`src/rtl/lif_neuron_pkg.sv`:
```
// Shared types and constants for the leaky integrate-and-fire neuron.
package lif_neuron_pkg;

  typedef logic [15:0] potential_t;
  typedef logic [7:0]  weight_t;

  typedef enum logic [1:0] {
    INTEGRATE = 2'd0,
    FIRE      = 2'd1,
    REFRACT   = 2'd2
  } lif_state_e;

  localparam potential_t POT_MAX = 16'hFFFF;

endpackage

```
`src/rtl/lif_neuron_if.sv`:
```
// Neuron-side bus: synapse spikes and controls in, spike/potential/status out.
interface lif_neuron_if
  import lif_neuron_pkg::*;
#(
  parameter int NUM_INPUTS = 8
) ();

  logic                  en;
  logic [NUM_INPUTS-1:0] in_spikes;
  potential_t            threshold;
  weight_t               leak;
  logic                  clear_count;
  logic                  spike_out;
  potential_t            membrane_v;
  logic                  refractory;
  potential_t            spike_count;

  modport master (
    output en, in_spikes, threshold, leak, clear_count,
    input  spike_out, membrane_v, refractory, spike_count
  );

  modport slave (
    input  en, in_spikes, threshold, leak, clear_count,
    output spike_out, membrane_v, refractory, spike_count
  );

endinterface

```
`src/rtl/lif_neuron_spike_popcount.sv`:
```
// Combinational population count of the incoming weighted-spike bits.
module spike_popcount #(
  parameter int NUM_INPUTS = 8
) (
  input  logic [NUM_INPUTS-1:0]            i_bits,
  output logic [$clog2(NUM_INPUTS+1)-1:0]  o_count
);

  localparam int CNT_W = $clog2(NUM_INPUTS + 1);

  always_comb begin
    o_count = '0;
    for (int i = 0; i < NUM_INPUTS; i++) begin
      o_count = o_count + CNT_W'(i_bits[i]);
    end
  end

endmodule

```
`src/rtl/lif_neuron.sv`:
```
// Leaky integrate-and-fire neuron: saturating integration, periodic leak,
// one-cycle output spike, refractory hold and a saturating spike counter.
module lif_neuron
  import lif_neuron_pkg::*;
#(
  parameter int NUM_INPUTS    = 8,
  parameter int SPIKE_GAIN    = 4,
  parameter int LEAK_PERIOD   = 16,
  parameter int REFRAC_CYCLES = 4
) (
  input logic         clk,
  input logic         rst,
  lif_neuron_if.slave nrn
);

  localparam int CNT_W = $clog2(NUM_INPUTS + 1);
  localparam int LK_W  = (LEAK_PERIOD > 1) ? $clog2(LEAK_PERIOD) : 1;
  localparam int RF_W  = (REFRAC_CYCLES > 0) ? $clog2(REFRAC_CYCLES + 1) : 1;

  function automatic potential_t sat_add(potential_t a, logic [31:0] b);
    logic [32:0] s;
    s = {17'd0, a} + {1'b0, b};
    return (s > {17'd0, POT_MAX}) ? POT_MAX : s[15:0];
  endfunction

  function automatic potential_t floor_sub(potential_t a, weight_t b);
    return (a > {8'd0, b}) ? (a - {8'd0, b}) : '0;
  endfunction

  logic [CNT_W-1:0] w_pop;
  logic [31:0]      w_sum;
  potential_t       w_acc;
  potential_t       w_v_next;
  logic             w_tick;
  logic             w_fire;
  logic             w_spike_out;

  lif_state_e       r_state;
  potential_t       r_v;
  logic             r_spike;
  logic             r_refr;
  potential_t       r_count;
  logic [LK_W-1:0]  r_leak_cnt;
  logic [RF_W-1:0]  r_ref_cnt;

  spike_popcount #(.NUM_INPUTS(NUM_INPUTS)) u_popcount (
    .i_bits  (nrn.in_spikes),
    .o_count (w_pop)
  );

  assign w_sum       = 32'(w_pop) * 32'($unsigned(SPIKE_GAIN));
  assign w_acc       = sat_add(r_v, w_sum);
  assign w_tick      = (r_leak_cnt == LK_W'(LEAK_PERIOD - 1));
  assign w_v_next    = w_tick ? floor_sub(w_acc, nrn.leak) : w_acc;
  assign w_fire      = (w_v_next >= nrn.threshold);
  // A held FIRE state must not repeat its pulse while en is low.
  assign w_spike_out = r_spike & nrn.en;

  always_ff @(posedge clk or posedge rst) begin
    if (rst) begin
      r_state    <= INTEGRATE;
      r_v        <= '0;
      r_spike    <= 1'b0;
      r_refr     <= 1'b0;
      r_count    <= '0;
      r_leak_cnt <= '0;
      r_ref_cnt  <= '0;
    end else begin
      if (nrn.clear_count) begin
        r_count <= w_spike_out ? 16'd1 : 16'd0;
      end else if (w_spike_out && (r_count != POT_MAX)) begin
        r_count <= r_count + 16'd1;
      end

      if (nrn.en) begin
        r_leak_cnt <= w_tick ? '0 : r_leak_cnt + 1'b1;
        case (r_state)
          INTEGRATE: begin
            if (w_fire) begin
              r_state <= FIRE;
              r_spike <= 1'b1;
              r_v     <= '0;
            end else begin
              r_v     <= w_v_next;
            end
          end
          FIRE: begin
            r_spike <= 1'b0;
            r_v     <= '0;
            if (REFRAC_CYCLES > 0) begin
              r_state   <= REFRACT;
              r_refr    <= 1'b1;
              r_ref_cnt <= RF_W'(REFRAC_CYCLES);
            end else begin
              r_state   <= INTEGRATE;
            end
          end
          REFRACT: begin
            r_v <= '0;
            if (r_ref_cnt <= RF_W'(1)) begin
              r_state <= INTEGRATE;
              r_refr  <= 1'b0;
            end else begin
              r_ref_cnt <= r_ref_cnt - 1'b1;
            end
          end
          default: begin
            r_state <= INTEGRATE;
            r_spike <= 1'b0;
            r_refr  <= 1'b0;
          end
        endcase
      end
    end
  end

  assign nrn.spike_out   = w_spike_out;
  assign nrn.membrane_v  = r_v;
  assign nrn.refractory  = r_refr;
  assign nrn.spike_count = r_count;

endmodule

```
`src/flat_wrapper.sv`:
```
// flat-port wrapper written by rule: the top's interface ports become plain ports
module lif_neuron_flat import lif_neuron_pkg::*;
#(
  parameter int NUM_INPUTS    = 8,
  parameter int SPIKE_GAIN    = 4,
  parameter int LEAK_PERIOD   = 16,
  parameter int REFRAC_CYCLES = 4
)
  (clk, rst, nrn_en, nrn_in_spikes, nrn_threshold, nrn_leak, nrn_clear_count, nrn_spike_out, nrn_membrane_v, nrn_refractory, nrn_spike_count);
  lif_neuron_if #(.NUM_INPUTS(NUM_INPUTS)) nrn_i ();
  input logic clk;
  input logic rst;
  input wire logic [$bits(nrn_i.en)-1:0] nrn_en;
  input wire logic [$bits(nrn_i.in_spikes)-1:0] nrn_in_spikes;
  input wire logic [$bits(nrn_i.threshold)-1:0] nrn_threshold;
  input wire logic [$bits(nrn_i.leak)-1:0] nrn_leak;
  input wire logic [$bits(nrn_i.clear_count)-1:0] nrn_clear_count;
  output wire logic [$bits(nrn_i.spike_out)-1:0] nrn_spike_out;
  output wire logic [$bits(nrn_i.membrane_v)-1:0] nrn_membrane_v;
  output wire logic [$bits(nrn_i.refractory)-1:0] nrn_refractory;
  output wire logic [$bits(nrn_i.spike_count)-1:0] nrn_spike_count;
  assign nrn_i.en = nrn_en;
  assign nrn_i.in_spikes = nrn_in_spikes;
  assign nrn_i.threshold = nrn_threshold;
  assign nrn_i.leak = nrn_leak;
  assign nrn_i.clear_count = nrn_clear_count;
  assign nrn_spike_out = nrn_i.spike_out;
  assign nrn_membrane_v = nrn_i.membrane_v;
  assign nrn_refractory = nrn_i.refractory;
  assign nrn_spike_count = nrn_i.spike_count;
  lif_neuron #(.NUM_INPUTS(NUM_INPUTS), .SPIKE_GAIN(SPIKE_GAIN), .LEAK_PERIOD(LEAK_PERIOD), .REFRAC_CYCLES(REFRAC_CYCLES)) u_core (.clk(clk), .rst(rst), .nrn(nrn_i));
endmodule
```
`config.mk`:
```
export PLATFORM = sky130hd
export DESIGN_NAME = lif_neuron_flat
export DESIGN_NICKNAME = d
export VERILOG_FILES = /design/src/rtl/lif_neuron_pkg.sv /design/src/rtl/lif_neuron_if.sv /design/src/rtl/lif_neuron_spike_popcount.sv /design/src/rtl/lif_neuron.sv /design/src/flat_wrapper.sv
export SDC_FILE = /design/constraint.sdc
export NUM_CORES = 1
export LEC_CHECK = 0
export CAP_MARGIN = 5
export CORE_MARGIN = 5
export CORE_UTILIZATION = 54
export DETAILED_ROUTE_END_ITERATION = 16
export PLACE_DENSITY = 0.81
export SKIP_LAST_GASP = 1
export SYNTH_ARGS = -nofsm -noshare
export SYNTH_HDL_FRONTEND = slang
export SYNTH_SLANG_ARGS = --single-unit
```
`constraint.sdc`:
```
create_clock -name clk -period 6.9 [get_ports clk]
set_input_delay 1.035 -clock clk [delete_from_list [all_inputs] [get_ports clk]]
set_output_delay 1.035 -clock clk [all_outputs]
set_load 0.01 [all_outputs]
```
---- Yosys cells after proc, flatten, opt, wreduce, memory -nomap -nowiden ----
Index checks and enable logic that the tools add are counted.
storage, ports and cells
  register bits ........................... 43
  bits of input ports ..................... 36
  output and inout port bits .............. 34
  logic and storage cells ................. 62
operators by class
  add/sub/neg operators ................... 12
  order comparisons ....................... 4
  equal/unequal tests ..................... 7
  mux-type cells .......................... 18
  bitwise operators ....................... 3
  reductions and logical operators ........ 11
operators with widths
  cell                                                             number
  two-way mux 16 bit                                               6
  > comparator 33 x 16 -> 1 bit (second input constant)            1
  one-hot mux 16 bit (2 select lines)                              1
  adder 16 x 6 -> 17 bit                                           1
  adder 16 x 1 -> 16 bit (second input constant)                   1
  adder 4 x 1 -> 4 bit                                             4
  >= comparator 16 bit                                             1
  > comparator 16 x 8 -> 1 bit                                     1
  inequality test 16 bit (second input constant)                   1
  subtractor 16 x 8 -> 16 bit                                      1
  AND reduction 3 bit                                              4
  one-hot mux 2 bit (3 select lines)                               1
  one-hot mux 3 bit (2 select lines)                               1
  nonzero test 2 bit                                               3
  adder 3 x 1 -> 4 bit                                             1
  adder 4 x 1 -> 4 bit (second input constant)                     1
  == test 4 bit (second input constant)                            1
  two-way mux 2 bit                                                2
  two-way mux 4 bit                                                1
  inequality test 2 x 1 -> 1 bit (second input constant)           2
  adder 2 x 1 -> 3 bit                                             1
  less-or-equal comparator 3 x 1 -> 1 bit (second input constant)  1
  two-way mux 1 bit                                                3
  two-way mux 3 bit                                                1
  13 further kinds                                                 14

---- Logic depth before layout (Yosys ltp) ----
  depth in word-level cells ............... 16
  mapped depth ............................ 32
  mapped depth without buffers ............ 31

---- By module ----
From an unflattened synthesis, not the netlist that was laid out.
unflattened totals
  cell total of the unflattened synthesis .. 465
  area total of the unflattened synthesis .. 3931.3 µm²
by module, submodules not included
  module          times used  cells each  area an instance (µm²)  sequential area each (µm²)
  lif_neuron      1           441         3741.1                  1076.0
  spike_popcount  1           24          190.2                   0.0

---- Least setup slack after synthesis ----
No wires, ideal clock.
  path kind ............................... input -> register
  start ................................... input nrn_in_spikes[0]
  end ..................................... register u_core.r_v[0], in the netlist u_core.nrn.membrane_v[0]
  library setup time ...................... 0.096 ns
  arrival time ............................ 7.777 ns
  required time ........................... 6.804 ns
  path slack .............................. -0.973 ns
  cell stages on the path ................. 30
  buffers on the path ..................... 1
  path through ............................ inv_1 -> fa_1 -> fa_1 -> fa_1 -> inv_1 -> ha_1 -> fa_1 -> xor2_1 -> ha_1 -> nand3_1 -> and2_1 -> nor3_2 -> nor2_1 -> inv_1 -> ha_1 -> a21oi_1 -> o211ai_1 -> a211oi_1 -> o2bb2ai_1 -> nor4_4 -> buf_2 -> nor2_1 -> ha_1 -> a21o_1 -> a21o_1 -> a21oi_1 -> o21ai_0 -> a2111oi_4 -> nand2b_1 -> o32ai_2
between the ends
  word-level cells in the longest chain between the ends .. 16
  elaborated cells between the ends (all ways) .. 17
  those cells by class .................... 9 x add/sub; 3 x order compare; 5 x mux
RTL lines
  item                                                                                RTL line                         source
  start: declaration                                                                  flat_wrapper.sv:14               input wire logic [$bits(nrn_i.in_spikes)-1:0] nrn_in_spikes;
  adder 1 x 1 -> 2 bit (*)                                                            lif_neuron_spike_popcount.sv:14  o_count = o_count + CNT_W'(i_bits[i]);
  adder 2 x 1 -> 3 bit (*)                                                            lif_neuron_spike_popcount.sv:14
  adder 3 x 1 -> 4 bit (*)                                                            lif_neuron_spike_popcount.sv:14
  adder 4 x 1 -> 4 bit (*) (4 in series)                                              lif_neuron_spike_popcount.sv:14
  adder 16 x 6 -> 17 bit (*)                                                          lif_neuron.sv:22                 s = {17'd0, a} + {1'b0, b};
  > comparator 33 x 16 -> 1 bit                                                       lif_neuron.sv:23                 return (s > {17'd0, POT_MAX}) ? POT_MAX : s[15:0];
  two-way mux 16 bit (*)                                                              lif_neuron.sv:23
  subtractor 16 x 8 -> 16 bit / > comparator 16 x 8 -> 1 bit (equally long branches)  lif_neuron.sv:27                 return (a > {8'd0, b}) ? (a - {8'd0, b}) : '0;
  two-way mux 16 bit                                                                  lif_neuron.sv:27
  two-way mux 16 bit (*)                                                              lif_neuron.sv:54                 assign w_v_next = w_tick ? floor_sub(w_acc, nrn.leak) : w_acc;
  >= comparator 16 bit                                                                lif_neuron.sv:55                 assign w_fire = (w_v_next >= nrn.threshold);
  two-way mux 16 bit (*)                                                              lif_neuron.sv:79                 if (w_fire) begin
  one-hot mux 16 bit (2 select lines) (*)                                             lif_neuron.sv:77                 case (r_state)
  end signal: assignment                                                              lif_neuron.sv:84                 r_v <= w_v_next;
  end: declaration                                                                    lif_neuron.sv:39                 potential_t r_v;
Mark *: on every way between the ends. The rest lies on a longest branch, timed or not.
A chain may end at the register's enable or synchronous reset.

---- Worst setup path in the final report ----
  start ................................... input nrn_in_spikes[3]
  end ..................................... register u_core.r_v[7], in the netlist u_core.nrn.membrane_v[7]
between the ends
  word-level cells in the longest chain between the ends .. 14
  elaborated cells between the ends (all ways) .. 15
  those cells by class .................... 7 x add/sub; 3 x order compare; 5 x mux
RTL lines
  item                                                                                RTL line
  adder 3 x 1 -> 4 bit (*)                                                            lif_neuron_spike_popcount.sv:14
  adder 4 x 1 -> 4 bit (*) (4 in series)                                              lif_neuron_spike_popcount.sv:14
  adder 16 x 6 -> 17 bit (*)                                                          lif_neuron.sv:22
  > comparator 33 x 16 -> 1 bit                                                       lif_neuron.sv:23
  two-way mux 16 bit (*)                                                              lif_neuron.sv:23
  subtractor 16 x 8 -> 16 bit / > comparator 16 x 8 -> 1 bit (equally long branches)  lif_neuron.sv:27
  two-way mux 16 bit                                                                  lif_neuron.sv:27
  two-way mux 16 bit (*)                                                              lif_neuron.sv:54
  >= comparator 16 bit                                                                lif_neuron.sv:55
  two-way mux 16 bit (*)                                                              lif_neuron.sv:79
  one-hot mux 16 bit (2 select lines) (*)                                             lif_neuron.sv:77
Marked as above.

==> flow_metrics.env <==
export IMPL_placedInstanceArea_um2=5330
export IMPL_overflow=0
export IMPL_drtIter0Drc=416
export IMPL_cts_root_buf="clkbuf_8"
export IMPL_cp_end_kind="flop"
export IMPL_timing_fmax_mhz=132
export IMPL_placed_cells=699
export IMPL_core_area_um2=7250
export IMPL_numPortBuffers=69
export IMPL_async_flop_share_pct=100
export IMPL_critPathMaxStageDelay_ps=540
export IMPL_fin_worst_skew_ps=8.07
export IMPL_status="finished, violations left"
export IMPL_crit_top_cell="buf_6"
export IMPL_hold_depth=1
export IMPL_clk_pin_slew_ps=90
export IMPL_fill_cells=384
export IMPL_cts_buffers=5
export IMPL_netlist_area_um2=4010
export IMPL_maxSlewHeadroom_pct=47.2
export IMPL_grt_first_pass_wirelength_um=20700
export IMPL_tritoncts="built"
export IMPL_ant_nets=0
export IMPL_post_place_ws_ps=-1310
export IMPL_wire_per_inst_um=19.8
export IMPL_worst_pin_slew_ps=789
export IMPL_crit_buf_inv=9
export IMPL_grt_max_degree=44
export IMPL_setup_viol=19
export IMPL_final_common_cell="buf_4"
export IMPL_violations="setup timing"
export IMPL_final_cells=739
export IMPL_r2r_start="u_core.nrn.membrane_v[2]$_DFFE_PP0P_"
export IMPL_finalHoldViolCount=0
export IMPL_syn_nets=561
export IMPL_hold_slack_ps=521
export IMPL_clockBufferDepth=2
export IMPL_min_path_type="reg2reg"
export IMPL_finalNetCount=722
export IMPL_drv_slew=0
export IMPL_timing_rr_end="u_core.nrn.membrane_v[7]$_DFFE_PP0P_"
export IMPL_die_area_um2=9240
export IMPL_grtUsageTotal_pct=28.9
export IMPL_crit_path_max_fanout=6
export IMPL_startpoint_type="primary input"
export IMPL_drv_cap=0
export IMPL_htreeDepth=2
export IMPL_cts_sinks=43
export IMPL_irDropWorstVdd_v=0.000271
export IMPL_slowest_stage="fa_1"
export IMPL_ys_ff_latch=43
export IMPL_place_gp_congestion=1.00
export IMPL_critPathTopFamily="adder cells"
export IMPL_layout_common_cells="buf_4, clkdlybuf4s50_1, nand2_1"
export IMPL_drive_above_1_share_pct=31.6
export IMPL_top_level_ports=70
export IMPL_rsz0062_at_grt="yes"
export IMPL_reg2reg_slack_ps=1560
export IMPL_rows=31
export IMPL_cp_arrival_ps=7810
export IMPL_grt_pass1_vias=4478
export IMPL_reg2regPathDepth=28
export IMPL_via_per_inst=6.11
export IMPL_synth_cells=479
export IMPL_period_needed_ps=7560
export IMPL_ys_flop_type="dfrtp_1"
export IMPL_hpwl_um=8930
export IMPL_fp_dieW_um=96.1
export IMPL_synth_seq_area_share_pct=26.9
export IMPL_initial_core_util_pct=55.2
export IMPL_hold_buffers=0
export IMPL_vias=4512
export IMPL_hold_end="u_core.nrn.refractory$_DFFE_PP0P_"
export IMPL_path_class="in2reg"
export IMPL_diodes=0
export IMPL_synth_cell_types=66
export IMPL_min_from="u_core.nrn.refractory$_DFFE_PP0P_"
export IMPL_syn2layout_area_growth_pct=51.8
export IMPL_fin_ws_ps=-660
export IMPL_power_density_nw_per_um2=450
export IMPL_required_ps=7150
export IMPL_syn_area_per_cell_um2=8.36
export IMPL_fin_tns_setup_ps=-11050
export IMPL_die_height_um=96.1
export IMPL_yosys_warnings=0
export IMPL_leakage_nw=2.74
export IMPL_fin_crit_sh_pct=110
export IMPL_clock_latency_ps=320
export IMPL_drc=0
export IMPL_drt_total_wl_um=14600
export IMPL_grt_antenna_before_repair=0
export IMPL_first_pass_iters=7
export IMPL_final_cell_area_um2=6080
export IMPL_synth_edf_count=0
synthesized netlist by cell type, types with 6 or more instances:
master	number	area [µm²]
a21o_1	8	60.1
a21oi_1	24	120
and3_1	8	50.1
clkbuf_1	9	33.8
dfrtp_1	43	1080
fa_1	6	120
ha_1	40	500
inv_1	46	173
mux2i_1	7	70.1
nand2_1	52	195
nand2b_1	7	43.8
nand3_1	17	85.1
nand4_1	11	68.8
nor2_1	46	173
nor3_1	9	45.0
o21ai_0	20	100
o21ai_2	8	70.1
xnor2_1	15	131
xor2_1	15	131
power by group:
| group | total, W | switching (W) | leakage (nW) | internal (W) |
|---|---|---|---|---|
| combinational | 0.00211 | 0.00106 | 2.11 | 0.00105 |
| sequential | 0.000421 | 0.000109 | 0.580 | 0.000312 |
| clock | 0.000204 | 0.0000985 | 0.0502 | 0.000106 |
| total | 0.00273 | 0.00127 | 2.74 | 0.00147 |
how the worst max path moves through the flow:
stage	endpoint	startpoint	slack [ps]	cells after the start
5_1_grt	u_core.nrn.membrane_v[2]$_DFFE_PP0P_	nrn_in_spikes[3]	-900	36
3_3_place_gp	u_core.nrn.membrane_v[0]$_DFFE_PP0P_	nrn_in_spikes[0]	-1070	31
2_1_floorplan	u_core.nrn.membrane_v[0]$_DFFE_PP0P_	nrn_in_spikes[0]	-480	30
6_report	u_core.nrn.membrane_v[7]$_DFFE_PP0P_	nrn_in_spikes[3]	-660	36
3_5_place_dp	u_core.nrn.membrane_v[0]$_DFFE_PP0P_	nrn_in_spikes[0]	-1310	32
4_1_cts	u_core.nrn.membrane_v[0]$_DFFE_PP0P_	nrn_in_spikes[0]	-700	32
state kept, by name, summed over array words and instances, names as in the netlist:
signal / count
u_core.nrn.membrane_v: 16
u_core.r_leak_cnt: 4
u_core.nrn.spike_count: 16
u_core.r_spike: 1
u_core.nrn.refractory: 1
u_core.r_ref_cnt: 3
u_core.r_state: 2
cell families (layout without fill, tap and decap cells):
family / after synthesis / count (layout) / synth area share, %
compound gates: 109 / 109 / 19.5
mux: 10 / 10 / 2.59
xor+xnor: 30 / 30 / 6.56
simple gates: 178 / 179 / 22.6
buf+inv: 63 / 223 / 6.37
fa+ha+maj: 46 / 46 / 15.5
flops: 43 / 43 / 26.9
per-layer routing:
| metal | global-route usage, % | vias up | wire length [µm] |
|---|---|---|---|
| met4 | 15.9 | 0 | 975 |
| met2 | 50.2 | 269 | 7100 |
| met3 | 5.86 | 103 | 1140 |
| met1 | 33.0 | 2144 | 5430 |
| li1 | - | 1996 | - |
| met5 | 0 | - | 0 |
layout make-up:
type,count,area [µm²],area share [%]
Sequential cell,43,1080,17.7
Clock inverter,2,37.5,0.618
Multi-Input combinational cell,374,3080,50.7
Clock buffer,5,68.8,1.13
Timing Repair Buffer,170,1510,24.8
Tap cell,99,124,2.04
Inverter,46,183,3.01
stage by stage:
stage	total power [W]	utilization (%)
global route	0.00289	83.8
detailed placement	0.00199	73.5
CTS	0.00240	79.0
finish	0.00273	83.8
floorplan	0.00134	-
global placement	0.00194	73.5
repair_timing:
action,CTS,global route
gates cloned,1,0
pin swaps,35,48
setup endpoints to repair,19,19
buffers inserted,18,15
gates resized for setup,37,49
Note: power is estimated with default switching activity, not from simulation.
